$ cat src/rtl/sr_seq_32_if.sv
// Start/busy/done port bundle for the sequential 32-bit right shifter.
// Handshake: start is sampled only while busy=0; operands are captured with it.
// done is a one-cycle pulse when rd takes a new value, and busy and done are never both high.
interface sr_seq_32_if;
  logic        start;
  logic        arith;
  logic [31:0] rs1;
  logic [31:0] rs2;
  logic        busy;
  logic        done;
  logic [31:0] rd;
  logic [1:0]  state_dbg;

  modport master (
    output start, arith, rs1, rs2,
    input  busy, done, rd, state_dbg
  );

  modport slave (
    input  start, arith, rs1, rs2,
    output busy, done, rd, state_dbg
  );
endinterface

$ cat src/rtl/sr_seq_32.sv
// Multi-cycle RV32I SRL/SRA: one radix-2 barrel stage per clock, 16/8/4/2/1.
// Every operation takes five SHIFT cycles and then one DONE cycle.
module sr_seq_32 (
  input  logic        clk,
  input  logic        rst_n,
  sr_seq_32_if.slave  bus
);

  typedef enum logic [1:0] {
    S_IDLE  = 2'd0,
    S_SHIFT = 2'd1,
    S_DONE  = 2'd2
  } state_t;

  state_t      state;
  logic [31:0] work;
  logic [31:0] stage_out;
  logic [31:0] rd_q;
  logic [4:0]  shamt;
  logic        fill;
  logic [2:0]  idx;
  logic        busy_q;
  logic        done_q;
  logic        unused_rs2_hi;

  // Only the low five bits of rs2 carry the shift amount.
  assign unused_rs2_hi = ^bus.rs2[31:5];

  // Fill comes from the sign bit captured at start, not from the current work[31].
  always_comb begin
    stage_out = work;
    case (idx)
      3'd4: if (shamt[4]) stage_out = {{16{fill}}, work[31:16]};
      3'd3: if (shamt[3]) stage_out = {{8{fill}},  work[31:8]};
      3'd2: if (shamt[2]) stage_out = {{4{fill}},  work[31:4]};
      3'd1: if (shamt[1]) stage_out = {{2{fill}},  work[31:2]};
      3'd0: if (shamt[0]) stage_out = {fill,       work[31:1]};
      default: stage_out = work;
    endcase
  end

  always_ff @(posedge clk or negedge rst_n) begin
    if (!rst_n) begin
      state  <= S_IDLE;
      work   <= 32'h0;
      shamt  <= 5'd0;
      fill   <= 1'b0;
      idx    <= 3'd0;
      rd_q   <= 32'h0;
      busy_q <= 1'b0;
      done_q <= 1'b0;
    end else begin
      done_q <= 1'b0;
      case (state)
        S_IDLE, S_DONE: begin
          if (bus.start) begin
            work   <= bus.rs1;
            shamt  <= bus.rs2[4:0];
            fill   <= bus.arith & bus.rs1[31];
            idx    <= 3'd4;
            busy_q <= 1'b1;
            state  <= S_SHIFT;
          end else begin
            state  <= S_IDLE;
          end
        end
        S_SHIFT: begin
          work <= stage_out;
          if (idx == 3'd0) begin
            rd_q   <= stage_out;
            busy_q <= 1'b0;
            done_q <= 1'b1;
            state  <= S_DONE;
          end else begin
            idx <= idx - 3'd1;
          end
        end
        default: begin
          busy_q <= 1'b0;
          state  <= S_IDLE;
        end
      endcase
    end
  end

  assign bus.busy      = busy_q;
  assign bus.done      = done_q;
  assign bus.rd        = rd_q;
  assign bus.state_dbg = state;

endmodule

$ cat src/flat_wrapper.sv
// flat-port wrapper written by rule: the top's interface ports become plain ports
module sr_seq_32_flat 
  (clk, rst_n, bus_start, bus_arith, bus_rs1, bus_rs2, bus_busy, bus_done, bus_rd, bus_state_dbg);
  sr_seq_32_if bus_i ();
  input  logic clk;
  input  logic rst_n;
  input wire logic [$bits(bus_i.start)-1:0] bus_start;
  input wire logic [$bits(bus_i.arith)-1:0] bus_arith;
  input wire logic [$bits(bus_i.rs1)-1:0] bus_rs1;
  input wire logic [$bits(bus_i.rs2)-1:0] bus_rs2;
  output wire logic [$bits(bus_i.busy)-1:0] bus_busy;
  output wire logic [$bits(bus_i.done)-1:0] bus_done;
  output wire logic [$bits(bus_i.rd)-1:0] bus_rd;
  output wire logic [$bits(bus_i.state_dbg)-1:0] bus_state_dbg;
  assign bus_i.start = bus_start;
  assign bus_i.arith = bus_arith;
  assign bus_i.rs1 = bus_rs1;
  assign bus_i.rs2 = bus_rs2;
  assign bus_busy = bus_i.busy;
  assign bus_done = bus_i.done;
  assign bus_rd = bus_i.rd;
  assign bus_state_dbg = bus_i.state_dbg;
  sr_seq_32 u_core (.clk(clk), .rst_n(rst_n), .bus(bus_i));
endmodule
$ cat config.mk
export PLATFORM = sky130hd
export DESIGN_NAME = sr_seq_32_flat
export DESIGN_NICKNAME = d
export VERILOG_FILES = /design/src/rtl/sr_seq_32_if.sv /design/src/rtl/sr_seq_32.sv /design/src/flat_wrapper.sv
export SDC_FILE = /design/constraint.sdc
export NUM_CORES = 1
export LEC_CHECK = 0
export ABC_AREA = 1
export BUFFER_PORTS_ARGS = -buffer_cell sky130_fd_sc_hd__buf_2
export CORE_AREA = 2 2 127 129
export CTS_CLUSTER_DIAMETER = 120
export DETAILED_ROUTE_END_ITERATION = 12
export DIE_AREA = 0 0 129 131
export MAX_ROUTING_LAYER = met4
export SYNTH_ARGS = -nofsm -noshare
export SYNTH_HDL_FRONTEND = slang
export SYNTH_SLANG_ARGS = --single-unit
$ cat constraint.sdc
create_clock -name clk -period 1.6 [get_ports clk]
set_clock_uncertainty 0.15 [all_clocks]
set_input_delay 0.4 -clock clk [delete_from_list [all_inputs] [get_ports clk]]
set_output_delay 0.4 -clock clk [all_outputs]
set_load 0.05 [all_outputs]
-- Word-level counts from Yosys, hierarchy flattened
Index checks and enable logic that the tools add are counted.
- div/mod/pow operators: 0
- bitwise gates (word level): 1
- eq/ne operators: 9
- $mul: 0
- reduce and logical (&&, ||, !) cells: 9
- add/sub/neg operators: 1
- shifts and indexed selects: 0
- mux-type cells: 19
- $lt $le $gt $ge: 0
- operators by type and width (operator ; count):
    $mux 32 ; 6
    $pmux 32 s5 ; 1
    $pmux 32 s2 ; 1
    $reduce_and 2->1 ; 4
    $eq 3x2->1 const B ; 2
    $mux 3 ; 2
    $pmux 3 s2 ; 1
    $mux 1 ; 5
    $ne 2x2->1 const B ; 2
    $pmux 2 s2 ; 1
    $eq 3x1->1 const B ; 1
    $eq 3x3->1 const B ; 1
    $logic_not 3->1 ; 1
    $reduce_and 3->1 ; 1
    $sub 3x1->3 const B ; 1
    $eq 2x1->1 const B ; 1
    $eq 2x2->1 const B ; 1
    $logic_not 2->1 ; 1
    $mux 2 ; 1
    $ne 2x1->1 const B ; 1
    $pmux 1 s2 ; 1
    $reduce_bool 2->1 ; 1
    $reduce_or 2->1 ; 1
    $and 1x1->1 ; 1
- RAM bits: 0
- output and inout port bits: 36
- bits in latches: 0
- bits in registers: 77
- memories kept: 0
- memory bits (read-only): 0

-- Depth between registers and ports, before layout
- depth after elaboration: 4
- mapped depth: 12
- gate-level depth less buffers: 11

-- Worst setup path after synthesis
OpenSTA, ideal clock, no wires.
- path type: reg-to-reg
- start point: register u_core.state[0] (netlist: u_core.bus.state_dbg[0])
- end point: register u_core.work[10]
- period minus slack after synthesis: 1833 ps
- arrival: 1565 ps
- library setup time: 117 ps
- setup slack: -233 ps
- path buffers: 1
- cell stages (with the launch flop): 9
- path through: dfrtp_1 -> inv_1 -> nor2_4 -> inv_1 -> nand2_1 -> clkbuf_1 -> o21ai_0 -> inv_1 -> nand2_1
- longest elaborated chain between the ends: 4
- elaborated cells between the ends (all ways): 8
- those cells by class: eq/ne: 3; mux: 1; reduce/logical: 4
- ends and longest elaborated chain (element ; RTL line ; source):
    start, declared ; sr_seq_32.sv:15 ; state_t state;
    start signal, assigned ; sr_seq_32.sv:44 ; state <= S_IDLE;
    start signal, assigned ; sr_seq_32.sv:62 ; state <= S_SHIFT;
    start signal, assigned ; sr_seq_32.sv:64 ; state <= S_IDLE;
    $eq 2x2->1 / $logic_not 2->1 (equally long branches) ; sr_seq_32.sv:54 ; case (state)
    $reduce_or 2->1 ; sr_seq_32.sv:54 ;
    $ne 2x2->1 (no line) / $reduce_bool 2->1 (equally long branches) ; n/a ;
    $reduce_and 2->1 (no line) ; n/a ;
    end signal, assigned ; sr_seq_32.sv:57 ; work <= bus.rs1;
    end signal, assigned ; sr_seq_32.sv:68 ; work <= stage_out;
    end, declared ; sr_seq_32.sv:16 ; logic [31:0] work;
Several ways; a longest one is shown, not always the timed one.
A chain may end at the register's enable or synchronous reset.

-- Worst setup path in the final report
- start point: register u_core.idx[1]
- end point: register u_core.work[14]
- longest elaborated chain between the ends: 3
- elaborated cells between the ends (all ways): 7
- those cells by class: eq/ne: 4; mux: 2; reduce/logical: 1
- ends and longest elaborated chain (element ; RTL line ; source):
    start, declared ; sr_seq_32.sv:21 ; logic [2:0] idx;
    start signal, assigned ; sr_seq_32.sv:75 ; idx <= idx - 3'd1;
    $eq 3x1->1 (tied with other cells) ; sr_seq_32.sv:32 ; case (idx)
    $pmux 32 s5 (*) ; sr_seq_32.sv:32 ;
    $pmux 32 s2 (*) ; sr_seq_32.sv:54 ;
Mark *: on every way between the ends. The rest lies on a longest branch, timed or not.

==> qor.yml <==
outcome: "finished with violations"
violations: "negative setup slack"
cts_tree: "yes"
core_area_mm2: 0.01560
met2_length_um: 10210
clk_pin_slew_ps: 60
rsz0062_at_grt: "yes"
rows: 46
syn_inst: 996
synth_top_area_cell: "dfrtp_1"
pwr-share-seq: 0.165
finalHoldViolCount: 0
gr-usage-all-layers: 0.2808
clkSinkCount: 77
post_drt_wl_per_cell_um: 16.89
max_slew_margin: 0.7018
post_dp_cell_area_mm2: 0.007423
fin_tns_setup_ps: -13650
synth_top_family_by_area: "simple AND/OR/NAND/NOR gates"
p_sw_mw: 12.07
tightestPinTransition_ps: 447.3
die_x_um: 129
synthMuxAreaShare: 0
synth_fa_ha_area_frac: 0.01029
fin_crit_sh: 1.171
vdd_drop_max_v: 0.001803
rr_startpoint: "u_core.idx[1]$_DFFE_PN0P_"
io_pins: 104
num_vias: 7245
finalSetupViolCount: 71
syn-num-nets: 1069
yosys.area_share.simple: 0.4392
io_buffers: 76
h-tree-depth: 3
synth_edf_count: 0
nets: 1208
hold_end: "u_core.shamt[0]$_DFFE_PN0P_"
combPwrFrac: 0.733
worst_setup_path_end_kind: "flop"
synth_top_flop_cell: "dfrtp_1"
worst_r2r_path_depth: 12
dpl.cell_count: 1326
viasPerCell: 5.343
grt_max_degree: 78
fin_cells: 1356
maxUsedRoutingLayer: "met4"
power.density_mw_per_mm2: 2643
final_area_mm2: 0.008378
clock-root-buffer: "clkbuf_16"
synth_xor_xnor_area_share: 0
synthTopCellsByArea: "dfrtp_1 32%, nand2_1 30%, nand3_1 10%"
hpwl_um: 15410
drt_iter0_drc: 871
synth.cell_area_mm2: 0.006082
n_antenna_cell: 0
drv_cap: 0
fin_util: 0.5371
post-place-ws_ps: -255.0
synth_compound_area_frac: 0.1364
clk_latency_ps: 350
numCtsBuffers: 9
grt_pass1_vias: 6671
setup_ws_ps: -273.1
area_growth_pct: 37.75
synth_most_common_cell: "nand2_1"
grt_first_pass_wirelength_um: 35850
worstPathRequired_ps: 1690
routabilityCongestion: 0.9681
drc_errors: 0
finalMaxSlewViolations: 0
detail-route-antenna-nets: 0
leakagePower_nw: 4.391
path_class: "flop to flop"
dieHeight_um: 131
r2r_setup_slack_ps: -270
min_path_type: "input pin to flop"
wl_met3_um: 1950
drt-total-wl_um: 22900
ys_top_cells_by_count: "478 x nand2_1, 121 x nand3_1, 77 x dfrtp_1, 70 x o211ai_1, 65 x inv_1"
cts_buffer_depth: 2
period_needed_ps: 1873
die_area_mm2: 0.01690
ys_ff_latch: 77
crit_fanout: 6
layout-drive-gt1-share: 0.2667
cp-start-kind: "flop"
whs_path_depth: 3
antenna_found_initial: 0
ys_seq_area_frac: 0.3168
ys_async_sr_fraction: 1.000
p_int_mw: 10.08
wl_met1_um: 10160
rr_endpoint: "u_core.work[14]$_DFFE_PN0P_"
fmax_ghz: 0.5339
worstHoldStart: "bus_rs2[0]"
initial_core_util: 0.3899
grt.overflow.total: 0
synth.avg_cell_area_um2: 6.107
firstDrtPassIters: 7
synth_top_area_share: 0.3168
ys_types: 25
netSwitchingFraction: 0.5449
cp.arrival_ps: 1960
clock_power_share: 0.102
synth_warnings: 0
## state kept, by name, summed over array words and instances (netlist names)
| signal | cells |
|---|---|
| u_core.bus.rd | 32 |
| u_core.work | 32 |
| u_core.shamt | 5 |
| u_core.idx | 3 |
| u_core.bus.state_dbg | 2 |
| u_core.bus.busy | 1 |
| u_core.bus.done | 1 |
| u_core.fill | 1 |
## area by class of cell
| class | count | area [um^2] |
|---|---|---|
| clock buffer | 11 | 232.7 |
| clock inverter | 5 | 85.08 |
| fill | 1599 | 7219 |
| inverter | 72 | 295.3 |
| multi-input combinational | 785 | 3908 |
| sequential | 77 | 1932 |
| tap | 216 | 270.3 |
| timing repair buffer | 190 | 1655 |
## routing by layer
metal,global-route usage,up-vias
li1,-,3484
met3,0.03868,39
met1,0.3893,3375
met2,0.4298,347
met5,-,-
met4,0.08248,0
## worst max-delay path by stage
| stage | start | to | slack, ps | depth (start not counted) |
|---|---|---|---|---|
| floorplan | u_core.idx[1]$_DFFE_PN0P_ | u_core.work[28]$_DFFE_PN0P_ | -40 | 11 |
| global placement | u_core.idx[0]$_DFFE_PN0P_ | u_core.bus.rd[0]$_DFFE_PN0P_ | -270 | 11 |
| detailed placement | u_core.idx[1]$_DFFE_PN0P_ | u_core.work[2]$_DFFE_PN0P_ | -250 | 12 |
| CTS | u_core.idx[0]$_DFFE_PN0P_ | u_core.bus.rd[0]$_DFFE_PN0P_ | -250 | 11 |
| global route | u_core.idx[1]$_DFFE_PN0P_ | u_core.work[9]$_DFFE_PN0P_ | -360 | 12 |
| finish | u_core.idx[1]$_DFFE_PN0P_ | u_core.work[14]$_DFFE_PN0P_ | -270 | 12 |
## worst max-delay path, stage by stage (launching register included)
cell       delay, ps
dfrtp_1          400
inv_2             90
ha_4             160
inv_2             50
nor2_4            60
buf_12           130
clkbuf_16        150
o211ai_1          90
nand2_1           90
nor2_2           120
nand3_2          130
nand2_1           90
nand2_1           50
## stage by stage
stage,total power [mW],hold slack [ps]
4_1_cts,20.89,110.9
3_5_place_dp,17.85,309.9
3_3_place_gp,17.67,308.3
2_1_floorplan,12.72,-45.59
6_report,22.14,112.7
5_1_grt,23.77,135.9
## layout by cell type (no fill, tap or decap), drive strengths merged
cell         netlist  final
nor2              48     48
o22ai              1      1
o211ai            70     70
dfrtp             77     77
a31oi              1      1
a21oi              7      7
nand2            481    481
buf               45    187
dlygate4sd3        0      1
ha                 5      5
o21ai             49     49
clkbuf            17     13
bufinv             0      2
nand3            121    121
clkinv             3      6
nand4              2      2
inv               69     68
clkinvlp           0      1
## repair_timing
item | in CTS | in global routing
pin swaps | 12 | 29
hold buffers | 1 | 0
endpoints found under the setup margin | 71 | 71
hold endpoints to repair | 77 | 0
gates resized for setup | 49 | 72
setup buffers | 3 | 4
gates cloned | 3 | 3
## logic make-up (layout without fill, tap and decap cells)
| kind of cell | count (synthesis) | in the layout |
|---|---|---|
| buffers and inverters | 134 | 278 |
| AO/OA/AOI/OAI | 128 | 128 |
| AND/OR/NAND/NOR | 652 | 652 |
| adder cells (fa/ha/maj) | 5 | 5 |
| flip-flops | 77 | 77 |
## power groups by stage
stage                     Sequential, mW  Combinational, mW  Clock, mW
after floorplan                     5.17               7.56          0
after global placement              3.62               14.0          0
after detailed placement            3.64               14.2          0
after CTS                           3.63               15.0       2.28
after global routing                3.79               17.6       2.35
final                               3.66               16.2       2.26
(Power assumes the default switching activity.)
